## src/rtl/processor_status_reg.sv

```systemverilog
// ---------------------------------------------------------------------------
// processor_status_reg
//
// 6502 / 2A03 processor status register (P) for the cpu6502 core.
// Holds the C, Z, I, D, V and N flags. Each flag has its own load sources,
// and those sources are resolved by a fixed priority. All flags update on
// rising i_clk when i_clk_en (the phi2 qualifier) is high. Bits 5 and 4 are
// not stored: bit 5 always reads as 1. In the pushed byte, bit 4 carries B.
//
// Parameters
//   HAS_DECIMAL : 1 = D flag drives o_decimal_en, 0 = 2A03 (D stored only)
//   RESET_P     : flag values loaded while i_reset_n is low (bits 5/4 unused)
//   DB_WIDTH    : internal data bus width, must be 8
//
// Ports
//   i_clk, i_reset_n   : core clock, asynchronous active-low reset
//   i_clk_en           : update enable; flags hold when low
//   i_db               : internal data bus
//   i_acr, i_avr       : ALU carry out / ALU overflow
//   i_ir5              : IR bit 5 (set/clear value for SEC/CLC, SEI/CLI, SED/CLD)
//   i_db0_c..i_db7_n   : per-flag load selects (see priority chains below)
//   i_so_n             : SO pin; a falling edge sets V
//   i_brk_push         : B bit value placed in o_p_push
//   o_p                : {N,V,1,1,D,I,Z,C}
//   o_p_push           : {N,V,1,B,D,I,Z,C} for a stack push
//   o_decimal_en       : D && HAS_DECIMAL
// ---------------------------------------------------------------------------
module processor_status_reg #(
  parameter bit         HAS_DECIMAL = 1'b1,
  parameter logic [7:0] RESET_P     = 8'h04,
  parameter int         DB_WIDTH    = 8
) (
  input  logic                i_clk,
  input  logic                i_reset_n,
  input  logic                i_clk_en,
  input  logic [DB_WIDTH-1:0] i_db,
  input  logic                i_acr,
  input  logic                i_avr,
  input  logic                i_ir5,
  input  logic                i_db0_c,
  input  logic                i_ir5_c,
  input  logic                i_acr_c,
  input  logic                i_db1_z,
  input  logic                i_dbz_z,
  input  logic                i_db2_i,
  input  logic                i_ir5_i,
  input  logic                i_set_i,
  input  logic                i_db3_d,
  input  logic                i_ir5_d,
  input  logic                i_db6_v,
  input  logic                i_avr_v,
  input  logic                i_0_v,
  input  logic                i_so_n,
  input  logic                i_db7_n,
  input  logic                i_brk_push,
  output logic [7:0]          o_p,
  output logic [7:0]          o_p_push,
  output logic                o_decimal_en
);

  // The flag bit positions are hard-wired to an 8-bit bus, so any other
  // width is rejected at elaboration.
  if (DB_WIDTH != 8) begin : g_bad_db_width
    $error("processor_status_reg: DB_WIDTH must be 8");
  end

  // Stored flags
  logic c_r;
  logic z_r;
  logic i_r;
  logic d_r;
  logic v_r;
  logic n_r;

  // Next-state values (selected by priority, hold when nothing is selected)
  logic c_nxt_s;
  logic z_nxt_s;
  logic i_nxt_s;
  logic d_nxt_s;
  logic v_nxt_s;
  logic n_nxt_s;

  // SO pin synchroniser, edge detector and pending-event flag
  logic so_sync1_r;
  logic so_sync2_r;
  logic so_prev_r;
  logic so_pend_r;
  logic so_fall_s;
  logic so_event_s;
  logic so_pend_nxt_s;

  logic db_zero_s;

  // PLP drives all of db, but bits 5 and 4 have no storage behind them.
  logic unused_db_s;
  assign unused_db_s = i_db[5] ^ i_db[4];

  assign db_zero_s = (i_db == {DB_WIDTH{1'b0}});

  // ------------------------------------------------------------------------
  // SO handling. i_so_n is asynchronous to the core, so it is passed through
  // two flops before edge detection. The synchroniser runs every clock,
  // whether or not i_clk_en is high. This means a short SO pulse during a
  // stalled phase is not lost.
  // ------------------------------------------------------------------------
  assign so_fall_s = so_prev_r & ~so_sync2_r;

  // The event remains visible until an enabled edge consumes it. A fall
  // that arrives in the same cycle as an enabled edge is consumed at once.
  assign so_event_s = so_pend_r | so_fall_s;

  // Pending flag: cleared by an enabled edge, otherwise it accumulates falls
  // (a second fall merges into the first one).
  always_comb begin
    so_pend_nxt_s = so_pend_r;
    if (i_clk_en) begin
      so_pend_nxt_s = 1'b0;
    end else begin
      so_pend_nxt_s = so_pend_r | so_fall_s;
    end
  end

  // SO synchroniser / edge / pending registers; idle level of the pin is high
  always_ff @(posedge i_clk or negedge i_reset_n) begin
    if (!i_reset_n) begin
      so_sync1_r <= 1'b1;
      so_sync2_r <= 1'b1;
      so_prev_r  <= 1'b1;
      so_pend_r  <= 1'b0;
    end else begin
      so_sync1_r <= i_so_n;
      so_sync2_r <= so_sync1_r;
      so_prev_r  <= so_sync2_r;
      so_pend_r  <= so_pend_nxt_s;
    end
  end

  // ------------------------------------------------------------------------
  // Per-flag load selection. Each chain is independent, so a single cycle
  // can update any combination of flags (PLP asserts every db select).
  // ------------------------------------------------------------------------

  // C: db[0] > ALU carry > IR bit 5
  always_comb begin
    c_nxt_s = c_r;
    if (i_db0_c) begin
      c_nxt_s = i_db[0];
    end else if (i_acr_c) begin
      c_nxt_s = i_acr;
    end else if (i_ir5_c) begin
      c_nxt_s = i_ir5;
    end else begin
      c_nxt_s = c_r;
    end
  end

  // Z: db[1] > (db == 0)
  always_comb begin
    z_nxt_s = z_r;
    if (i_db1_z) begin
      z_nxt_s = i_db[1];
    end else if (i_dbz_z) begin
      z_nxt_s = db_zero_s;
    end else begin
      z_nxt_s = z_r;
    end
  end

  // I: forced set (interrupt entry) > db[2] > IR bit 5
  always_comb begin
    i_nxt_s = i_r;
    if (i_set_i) begin
      i_nxt_s = 1'b1;
    end else if (i_db2_i) begin
      i_nxt_s = i_db[2];
    end else if (i_ir5_i) begin
      i_nxt_s = i_ir5;
    end else begin
      i_nxt_s = i_r;
    end
  end

  // D: db[3] > IR bit 5
  always_comb begin
    d_nxt_s = d_r;
    if (i_db3_d) begin
      d_nxt_s = i_db[3];
    end else if (i_ir5_d) begin
      d_nxt_s = i_ir5;
    end else begin
      d_nxt_s = d_r;
    end
  end

  // V: SO event > db[6] > ALU overflow > clear (CLV)
  always_comb begin
    v_nxt_s = v_r;
    if (so_event_s) begin
      v_nxt_s = 1'b1;
    end else if (i_db6_v) begin
      v_nxt_s = i_db[6];
    end else if (i_avr_v) begin
      v_nxt_s = i_avr;
    end else if (i_0_v) begin
      v_nxt_s = 1'b0;
    end else begin
      v_nxt_s = v_r;
    end
  end

  // N: db[7] only
  always_comb begin
    n_nxt_s = n_r;
    if (i_db7_n) begin
      n_nxt_s = i_db[7];
    end else begin
      n_nxt_s = n_r;
    end
  end

  // Flag storage: reset to RESET_P, update only on enabled edges
  always_ff @(posedge i_clk or negedge i_reset_n) begin
    if (!i_reset_n) begin
      c_r <= RESET_P[0];
      z_r <= RESET_P[1];
      i_r <= RESET_P[2];
      d_r <= RESET_P[3];
      v_r <= RESET_P[6];
      n_r <= RESET_P[7];
    end else if (i_clk_en) begin
      c_r <= c_nxt_s;
      z_r <= z_nxt_s;
      i_r <= i_nxt_s;
      d_r <= d_nxt_s;
      v_r <= v_nxt_s;
      n_r <= n_nxt_s;
    end
  end

  // Outputs are taken directly from the flag flops. The only input that
  // reaches an output is i_brk_push, which supplies the B bit of the pushed byte.
  assign o_p          = {n_r, v_r, 1'b1, 1'b1, d_r, i_r, z_r, c_r};
  assign o_p_push     = {n_r, v_r, 1'b1, i_brk_push, d_r, i_r, z_r, c_r};
  assign o_decimal_en = d_r & HAS_DECIMAL;

endmodule

```

## config.mk

```make
export PLATFORM = sky130hd
export DESIGN_NAME = processor_status_reg
export DESIGN_NICKNAME = d
export VERILOG_FILES = /design/src/rtl/processor_status_reg.sv
export SDC_FILE = /design/constraint.sdc
export NUM_CORES = 1
export LEC_CHECK = 0
export ABC_AREA = 1
export BUFFER_PORTS_ARGS = -buffer_cell sky130_fd_sc_hd__buf_2
export CAP_MARGIN = 5
export CORE_MARGIN = 1.5
export CORE_UTILIZATION = 37
export CTS_CLUSTER_SIZE = 12
export DETAILED_ROUTE_END_ITERATION = 6
export PLACE_DENSITY = 0.75
export SKIP_CTS_REPAIR_TIMING = 1
export SLEW_MARGIN = 40
export SYNTH_ARGS = -nofsm -noshare
export SYNTH_HDL_FRONTEND = slang
export SYNTH_SLANG_ARGS = --single-unit
```

## constraint.sdc

```tcl
create_clock -name i_clk -period 2.01 [get_ports i_clk]
set_input_delay 0 -clock i_clk [delete_from_list [all_inputs] [get_ports i_clk]]
set_output_delay 0 -clock i_clk [all_outputs]
set_load 0.02 [all_outputs]
```

=== Word-level counts from Yosys, hierarchy flattened ===
Cells that the tools add are included.

* Register bits after elaboration: 10
* Input port bits: 30
* Output and inout bits: 17
* Word-level logic and storage cells: 40

* Mux-type cells: 15
* Bitwise logic cells: 3
* Reductions and logical operators: 12

{| class="wikitable"
|+ Operators with widths
! operator !! number
|-
| $mux W1 || 15
|-
| $reduce_and A2 Y1 || 6
|-
| $logic_not A8 Y1 || 1
|-
| $reduce_bool A3 Y1 || 2
|-
| $reduce_bool A2 Y1 || 2
|-
| $reduce_bool A4 Y1 || 1
|-
| $and A1 B1 Y1 || 1
|-
| $not A1 Y1 || 1
|-
| $or A1 B1 Y1 || 1
|}

=== Logic depth before layout (Yosys ltp) ===
Gate-level depths: netlist of the first run.

* Depth in word-level cells: 5
* Mapped depth: 5
* Gate-level depth less buffers: 5

=== Worst setup path after synthesis of the first run ===
OpenSTA, ideal clock, no wires.

* Path type: flip-flop to flip-flop
* Start point: register so_sync2_r
* End point: register v_r
* Data arrival time: 0.850 ns
* Data required time: 1.894 ns
* Setup slack: 1.043 ns
* Stages on the path, launching flop included: 6
* Path buffers: 0
* Cells stage by stage: dfstp_2 > inv_1 > a21oi_1 > nand3_1 > nand2_1 > nand2_1

* Cells in the longest elaborated chain, start to end: 5
* Elaborated cells on any way between the ends: 6
* Classes of those cells: 1 x mux; 3 x bitwise; 2 x reduce/logical

{| class="wikitable"
|+ Ends and longest elaborated chain
! element !! RTL line !! text
|-
| from (decl) || 85 || <nowiki>logic so_sync2_r;</nowiki>
|-
| from (signal assigned) || 132 || <nowiki>so_sync2_r <= so_sync1_r;</nowiki>
|-
| $not A1 Y1 (*) || 106 || <nowiki>assign so_fall_s = so_prev_r & ~so_sync2_r;</nowiki>
|-
| $and A1 B1 Y1 (*) || 106 ||
|-
| $or A1 B1 Y1 (*) || 110 || <nowiki>assign so_event_s = so_pend_r | so_fall_s;</nowiki>
|-
| $reduce_bool A4 Y1 (no source line) || n/a ||
|-
| $reduce_and A2 Y1 (no source line) || n/a ||
|-
| to (signal assigned) || 228 || <nowiki>v_r <= RESET_P[6];</nowiki>
|-
| to (signal assigned) || 235 || <nowiki>v_r <= v_nxt_s;</nowiki>
|-
| to (decl) || 72 || <nowiki>logic v_r;</nowiki>
|}

Mark *: on every way between the ends. The rest lies on a longest branch, timed or not.
A chain may end at the register's enable or synchronous reset.

=== Final worst setup path of the first run ===
Ends and elaborated chain as after synthesis.

==> flow_results.org, run 1 <==
** Run status
- Result of the run :: complete, no violations

** Timing
- Final setup vio count :: 0
- Unrepaired setup endpoints after global routing :: no
- After routing, the total negative slack on setup checks comes to 0 ns.
- Fmax achieved :: just under 1 GHz
- Final Worst Setup Slack :: 0.973 ns
- Worst hold slack after final layout :: a little under 0.00003 ns
- Post-route fraction of the period consumed by the critical path :: 51.6%
- Hold Fails Final Rpt :: 0
- The max-slew violation total from the final report came to 0.
- Worst-case clock skew :: 0.000490 ns
- For the finished layout, the period the worst path requires is approximately 1.0 ns.

** Clocking
- In this run, CTS created clock tree buffers numbering 3.
- Root Driver :: clkbuf_4
- In this run the number of H-tree levels came out at 1.
- Sinks on the clock net :: 10
- Clock-pin slew was measured on the worst setup and hold paths at 0.07 ns.
- At the later pin of the worst-skew pair, clock insertion delay measures about 0.26 ns.
- TritonCTS built the clock tree.
- The longest clock path from root to sink contains 2 buffers.

** Routing
- After detailed routing, the number of vias per cell comes to between 4 and 5.
- Detailed route wirelength on metal3 :: 117 um
- Detailed route wirelength on metal2 :: 583 um
- After detailed routing, the average wire length per cell comes to between 9 and 10 um.
- Total wire length after detailed routing :: 1.26 mm
- Via total after detailed routing :: 592
- Remaining routing DRC violations :: 0
- After the first detailed-routing iteration, the DRC count stood at 6.
- The detail route stage leaves a number of antenna-violating nets equal to 0.
- The detailed router used layers up to and including met4.
- DRT Pass-1 Iters :: 4
- The detailed router put a total of 539 um of wire on met1.

** Logic synthesis
- Counting flops and latches in the post-synthesis netlist gives 10.
- The synthesized design spends more area on one cell type than any other, namely dfrtp_1.
- After synthesis, the share of flip-flops with an asynchronous set or reset is 100%.
- Share of cell area taken by muxes after synthesis :: 0%
- Post-synth top area share :: around a quarter
- By count the netlist is led by nor2_1, buf_4, nand2_1.
- Warnings, synthesis :: 0
- Synth Area in Adders :: 0%
- Main combinational cell family by area after synthesis :: simple AND/OR/NAND/NOR gates
- Among all flip-flop cells after synthesis, the most frequent one is dfrtp_1.
- Per-instance average area after synthesis :: about 7.4 um2
- Of the synthesized area, sequential elements account for around two fifths.
- Cell types occupying the most area after synthesis :: dfrtp_1, buf_4, dfstp_2, nor2_1, nand2_1
- Count of distinct cell types in the synthesized netlist :: 15
- Simple-gate share of the synthesized area :: 25.5%
- Yosys mapped a number of flops with a built-in enable equal to 0.
- Of the total synthesized cell area, the portion taken by XOR and XNOR cells is 0%.
- Synthesis produced 83 cells.
- Cell area after technology mapping :: between 600 and 700 um2
- Most common cell in the netlist :: nor2_1
- Fraction of the mapped netlist area in compound gates :: about 8.6%

** GRT
- Wire length of the first global-routing pass :: 1.96 mm
- Gr ovfl total :: 0
- The number of antenna violations at the first check in global routing is 0.
- GRT Overall Usage :: between 10% and 20%
- Number of global-route vias before repair :: between 500 and 600
- Entering global routing, the biggest net connects 11 pins.

** Placed design
- Routability congestion estimate :: 0.703
- Setup Slack @ Placement :: 0.983 ns
- In this run the tool buffered the top-level ports with 41 buffer cells.
- Detailed Place HPWL :: 1.01 mm
- Post-place instance area :: 727 um2

** Min path
- Worst Hold Path Cells :: 0
- Type of the worst min-delay path :: in -> out
- The startpoint identified for the worst hold timing path is i_brk_push.
- Destination of the worst hold path :: o_p_push[4]

** Final layout
- Total area of multi-input combinational cells :: 220 um2
- The post-route netlist has 43.6% of its cells at a drive strength greater than 1.
- The number of antenna diodes in the final layout is 0.
- Sequential cell area :: 255 um2
- Fillers :: 161
- The final layout contains ~150 nets.
- Final design instance area without fill :: between 700 and 800 um2
- Relative to the synthesized area, the layout overhead comes to 29.1%.
- Utilization of the core after routing :: 52.1%

** Setup path
- The worst setup path is launched from a register.
- The largest individual stage delay along the critical path comes from the cell dfstp_2.
- Type of element capturing the critical path :: register
- R2R Path Start :: so_sync2_r$_DFF_PN1_
- Worst setup slack for register-to-register paths :: 0.97 ns
- Family with the most delay on the worst path :: flip-flops
- Most frequent cell on the critical path :: nand2_1
- Path depth of the worst reg2reg path :: 5
- In this run the number of cells on the critical path is 5.
- Required time reported for the critical path endpoint :: 2.17 ns
- Along the worst path, the maximum fanout reaches 2.
- Max stage delay on crit path :: approximately 0.53 ns
- Together, buffers and inverters on the worst path number 1.
- The worst register-to-register path ends at v_r$_DFFE_PN0P_.
- Cell breakdown of the critical path :: inv_1 > a21oi_1 > nand3_1 > nand2_1 > nand2_1
- Data arrival, critical path :: between 1 and 1.5 ns
- Critical path type :: reg -> reg

** Floorplanning
- Die Outline Area :: roughly 1900 um2
- Initial Utilization :: 40.3%
- In this run the horizontal extent of the chip is 43.7 um.
- Pin placement for this block handled 47 I/O pins.
- The initialized floorplan defines 14 standard-cell rows.
- Measured along the y axis, the die boundary spans 43.7 um.
- Area inside the core boundary :: 1520 um2

** Power
- Worst ir drop on vdd :: 0.400 mV
- Summed over all cells, the static leakage comes to 0.000446 uW.
- For this design the ratio of total power to cell area is 730 nW/um2.

** Flow run
- The tool flagged a number of max-cap violations equal to 0.
-- per-layer routing --
layer	GRT usage [%]	vias up
met1	16.7	251
met3	5.00	4
met5	0	-
li1	-	308
met2	22.9	29
met4	6.06	0
-- where the power goes --
group          switching (uW)  leakage (uW)  internal, uW
sequential               11.4      0.000113           225
combinational            99.7      0.000312          64.0
clock                    68.6     0.0000210           110
total                     180      0.000446           399
-- state kept, by name (all words and copies together) (netlist names) --
register,count
i_r,1
n_r,1
z_r,1
c_r,1
o_decimal_en,1
so_sync1_r,1
so_pend_r,1
so_sync2_r,1
v_r,1
so_prev_r,1
-- kinds of logic (layout without fill, tap and decap cells) --
group,count (synthesis),in the layout
flops,10,10
buf+inv,23,55
compound gates,10,10
simple gates,39,39
other cells,1,3
-- worst max-delay path by stage --
| stage | from | endpoint | slack [ns] |
|---|---|---|---|
| detailed placement | so_sync2_r$_DFF_PN1_ | v_r$_DFFE_PN0P_ | 0.98 |
| floorplan | so_sync2_r$_DFF_PN1_ | v_r$_DFFE_PN0P_ | 1.04 |
| finish | so_sync2_r$_DFF_PN1_ | v_r$_DFFE_PN0P_ | 0.97 |
| global placement | so_sync2_r$_DFF_PN1_ | v_r$_DFFE_PN0P_ | 1.02 |
| CTS | so_sync2_r$_DFF_PN1_ | v_r$_DFFE_PN0P_ | 0.96 |
| global route | so_sync2_r$_DFF_PN1_ | v_r$_DFFE_PN0P_ | 0.90 |
-- per-stage QoR --
| stage | instances | total power [uW] |
|---|---|---|
| after global placement | 126 | 398 |
| after detailed placement | 126 | 402 |
| after global routing | 133 | 620 |
| after CTS | 130 | 584 |
| after floorplan | 85 | 378 |
| final | 133 | 579 |
-- worst reg2reg max path, cell delays in order, from the launching register on --
cell     delay [ns]
dfstp_2        0.53
inv_1          0.04
a21oi_1        0.17
nand3_1        0.09
nand2_1        0.06
nand2_1        0.05
-- final cells by class --
type	instances	area share [%]
timing repair buffer	44	29.7
tap	16	2.52
multi-input combinational	52	27.8
sequential	10	32.2
clock buffer	4	4.57
inverter	7	3.31
-- layout by cell type (no fill, tap or decap), types with 2 or more instances in the layout --
cell type      Yosys  final
a31oi_1            2      2
a21oi_1            4      4
clkbuf_4           0      3
dlygate4sd3_1      0      3
inv_1              6      6
conb_1             1      3
buf_2              0     41
nand2_1           15     15
nand3_1            2      2
nor2_1            19     19
o21ai_0            4      4
dfrtp_1            6      6
dfstp_2            4      4
Power figures use the tool's default switching activity.
==> run 2: changes to the inputs <==
--- a/config.mk
+++ b/config.mk
@@ -5,14 +5,14 @@
 export SDC_FILE = /design/constraint.sdc
 export NUM_CORES = 1
 export LEC_CHECK = 0
-export ABC_AREA = 1
+export ABC_AREA = 0
 export BUFFER_PORTS_ARGS = -buffer_cell sky130_fd_sc_hd__buf_2
 export CAP_MARGIN = 5
 export CORE_MARGIN = 1.5
-export CORE_UTILIZATION = 37
+export CORE_UTILIZATION = 34
 export CTS_CLUSTER_SIZE = 12
 export DETAILED_ROUTE_END_ITERATION = 6
-export PLACE_DENSITY = 0.75
+export PLACE_DENSITY = 0.74
 export SKIP_CTS_REPAIR_TIMING = 1
 export SLEW_MARGIN = 40
 export SYNTH_ARGS = -nofsm -noshare
==> constraint.sdc (replaced) <==
create_clock -name i_clk -period 0.9 [get_ports i_clk]
set_input_delay 0 -clock i_clk [delete_from_list [all_inputs] [get_ports i_clk]]
set_output_delay 0 -clock i_clk [all_outputs]
set_load 0.02 [all_outputs]
==> run 2 against run 1 <==
The run now ends with DRC, hold timing, setup timing left; register-to-register slack worse by 0.96 ns; sequential share of layout area up 0.20 points; global-route usage down 1.0 points; clock power up 130%; clock skew up 0.0017 ns; die area up 3.5%; final cell count down 16%; core utilization down 1.5 points; design area down 0.63%; highest routed layer unchanged.
==> flow_results.org, run 2 <==
** Final layout
- The count of fill cells added during filler insertion came to 145 (was 161).
- Most common library cell in the layout ignoring fill and taps :: buf_2 (unchanged)
- The core occupancy in the finished layout is 50.6% (was 52.1%).
- Most used cells in the layout excluding fill and tap cells: buf_2, o21ai_0, dfrtp_1, nand2_1, dfstp_2 (was buf_2, nor2_1, nand2_1, inv_1, dfrtp_1).
- Growth of design area from synthesis to finish :: 34.6% (was 29.1%)
- Proportion of layout cells with a drive suffix above 1 :: 57.3% (was 43.6%)
- Inserted Diodes :: 0 (unchanged)
- Number of cells in the finished layout apart from fillers :: 112 (was 133)
- The final net count was 127 (was 148).

** Routing
- The remaining antenna violation count after routing is 0 (unchanged).
- Violation count after the first detailed-routing iteration :: 13 (was 6)
- Total wire length after detailed routing :: 1.20 mm (was 1.26 mm)
- The total number of vias was 528 (was 592).
- Routed wire length per instance :: 10.8 um (was 9.44 um)
- DRT Pass-1 Iters :: 7 (was 4)
- The mean number of vias per cell came to 4.71 (was 4.45).
- Remaining routing DRC violations :: 5 (was 0)

** Floorplanning
- Total number of placement rows :: 14 (unchanged)
- The starting density of the core is 37.6% (was 40.3%).
- Area inside the core boundary :: 1560 um2 (was 1520 um2)
- Die Outline Area :: 1980 um2 (was 1910 um2)
- The floorplan die height is 44.5 um (was 43.7 um).
- Chip width :: 44.5 um (was 43.7 um)
- The count of pins on the block boundary is 47 (unchanged).

** Placed design
- Total of buffers placed on input and output ports :: 41 (unchanged)
- The global placement routability congestion came to 0.707 (was 0.703).
- The cell count after placement was 104 (was 126).

** Power
- Internal power :: 914 uW (was 399 uW)
- Power Density :: 1670 nW/um2 (was 730 nW/um2)
- Fraction of power consumed by sequential logic :: 40.7% (was 40.9%)
- The power share of the combinational group came to 28.6% (was 28.3%).
- The switching share of power came to 30.7% (was 31.0%).
- The leakage component of the power came to 0.000411 uW (was 0.000446 uW).
- Clock share of power :: 30.7% (was 30.8%)
- The net switching power is 405 uW (was 180 uW).
- Worst ir drop on vdd :: 0.909 mV (was 0.400 mV)

** Logic synthesis
- Cell types occupying the most area after synthesis: dfrtp_1, buf_4, dfstp_2, o21ai_0, mux2_2 (was dfrtp_1, buf_4, dfstp_2, nor2_1, nand2_1).
- Cell area after technology mapping :: 586 um2 (was 614 um2)
- Per-instance average area after synthesis :: 9.60 um2 (was 7.40 um2)
- The number of synthesized flops with an enable pin was 0 (unchanged).
- Cell taking the most area after synthesis :: dfrtp_1 (unchanged)
- Post-synth top area share :: 25.6% (was 24.4%)
- Most common cell in the netlist :: buf_4 (was nor2_1)
- Most frequent cells after synthesis :: buf_4, dfrtp_1, o21ai_0 (was nor2_1, buf_4, nand2_1)
- Dominant synthesized flop cell :: dfrtp_1 (unchanged)
- The share of flip-flops with an asynchronous set or reset is 100% (unchanged).
- Count of distinct cell types in the synthesized netlist :: 21 (was 15)
- The flop and latch count out of synthesis is 10 (unchanged).
- The number of warning messages in the yosys log came to 0 (unchanged).
- The fraction of the yosys area taken by sequential cells came to 43.6% (was 41.5%).
- The number of cells produced by synthesis came to 61 (was 83).

** Timing
- Hold Fails Final Rpt :: 1 (was 0)
- Slew Viols, Final :: 0 (unchanged)
- Post-route fraction of the period consumed by the critical path :: 106%
- Timing would allow up to approximately 1.1 GHz.
- The setup-violating endpoint count in the final report is 2 (was 0).
- Final critical delay including setup and external delays :: 0.950 ns
- Unrepaired setup endpoints after global routing: yes (was no).
- Final Worst Setup Slack :: -0.0496 ns (was 0.973 ns)
- The total negative slack for setup checks was -0.0976 ns (was 0 ns).
- The clock skew was 0.00220 ns (was 0.000490 ns).
- Worst hold slack after final layout :: -0.00147 ns (was 0.0000296 ns)

** Flow run
- Number of max-capacitance violations reported :: 0 (unchanged)

** GRT
- The layer carrying the most global-route usage was met2 (unchanged).
- The met1 track utilization from global routing was 13.1% (was 16.7%).
- Global-route met3 utilization :: 6.12% (was 5.00%)
- GRT Overall Usage :: 13.1% (was 14.1%)
- Antenna violations before repair :: 0 (unchanged)
- The residual overflow from global routing is 0 (unchanged).
- Maximum number of pins on one net before global-route repair :: 11 (unchanged)
- Wire length of the first global-routing pass :: 1.79 mm (was 1.96 mm)
- The met2 demand-to-capacity share in global routing is 22.9% (about the same).
- Number of global-route vias before repair :: 450 (was 501)

** Run status
- The checks that failed: DRC, hold timing, setup timing.
- Result of the run: finished with violations (was complete, no violations).

** Clocking
- The number of clock sinks is 10 (unchanged).
- The number of H-tree branching levels was 1 (unchanged).
- The buffer levels on the longest clock path came to 2 (unchanged).
- Worst-skew pair later-pin latency :: 0.26 ns (about the same)
- Cts bufs inserted :: 3 (unchanged)
- Clock transition at the register clock pins on the worst setup and hold paths after CTS :: 0.07 ns (about the same)
- The cell chosen for the clock root is clkbuf_4 (unchanged).
- The clock tree from TritonCTS is built (unchanged).

** Setup path
- Startpoint kind of the worst setup timing path :: register (unchanged)
- The delay of the slowest critical-path stage is 0.56 ns (was 0.53 ns).
- Family with the most delay on the worst path :: flip-flops (unchanged)
- The required arrival time at the worst endpoint was 0.90 ns (was 2.17 ns).
- The slowest cell on the critical path was dfstp_2 (unchanged).
- Number of buffer and inverter stages on the critical path :: 1 (unchanged)
- Type of element capturing the critical path :: output port (was register)
- Cell breakdown of the critical path: buf_6 (was inv_1 > a21oi_1 > nand3_1 > nand2_1 > nand2_1).
- The worst-path maximum fanout is 3 (was 2).
- Data arrival, critical path :: 0.95 ns (was 1.19 ns)
- Critical path type :: reg -> out (was reg -> reg)

** Min path
- The path type of the worst min-delay path was in -> reg (was in -> out).
run 2: cell count changes after synthesis, sizes merged, moves of 2 or more:
cell	delta
a31oi	-2
mux2	+2
nand3	-2
o21ai	+2
nand2	-11
nor2	-16
inv	-4
run 2: routing by layer:
| metal | routed length (um) | share of wire, % |
|---|---|---|
| met3 | 150 | 12 |
| met5 | 0 | 0 |
| met2 | 543 | 45 |
| met1 | 491 | 41 |
| met4 | 18 | 1.5 |
run 2: stage by stage:
stage | area (um2) | setup WS (ns) | total power, uW
floorplan | 597 | 0.0114 | 844
global placement | 702 | 0.00185 | 891
detailed placement | 702 | -0.0176 | 897
CTS | 738 | -0.0701 | 1300
global route | 788 | -0.0777 | 1390
finish | 788 | -0.0496 | 1320
run 2: path summary, 6_finish.rpt:
path	startpoint	to	slack, ns	depth (start not counted)
min in group asynchronous	i_reset_n	so_pend_r$_DFF_PN0_	0.12	2
hold / removal	i_db[7]	n_r$_DFFE_PN0P_	-0.001	2
setup reg to reg	so_sync2_r$_DFF_PN1_	v_r$_DFFE_PN0P_	0.01	3
setup / recovery	i_r$_DFFE_PN1P_	o_p_push[2]	-0.05	1
hold reg to reg	so_sync1_r$_DFF_PN1_	so_sync2_r$_DFF_PN1_	0.36	0
max in group asynchronous	i_reset_n	i_r$_DFFE_PN1P_	0.53	2
run 2: cell families (layout without fill, tap and decap cells):
family / count (synthesis) / count (layout) / share of synthesized area [%]
compound gates: 16 / 16 / 16.9
other cells: 1 / 3 / 0.640
flops: 10 / 10 / 43.6
buf+inv: 19 / 52 / 22.4
simple gates: 12 / 12 / 10.9
mux: 3 / 3 / 5.56
run 2: final cells by class:
class / instances / area [um2] / area share, %
Sequential cell: 10 / 255 / 32.4
Timing Repair Buffer: 45 / 255 / 32.4
Clock buffer: 4 / 36.3 / 4.60
Tap cell: 16 / 20.0 / 2.54
Inverter: 3 / 11.3 / 1.43
Multi-Input combinational cell: 34 / 210 / 26.7
run 2: power groups by stage:
stage / Sequential, uW / Combinational, uW / Clock, uW
final: 536 / 377 / 405
after CTS: 534 / 355 / 413
after floorplan: 545 / 299 / 0
after global placement: 540 / 351 / 0
after global routing: 543 / 412 / 440
after detailed placement: 542 / 355 / 0
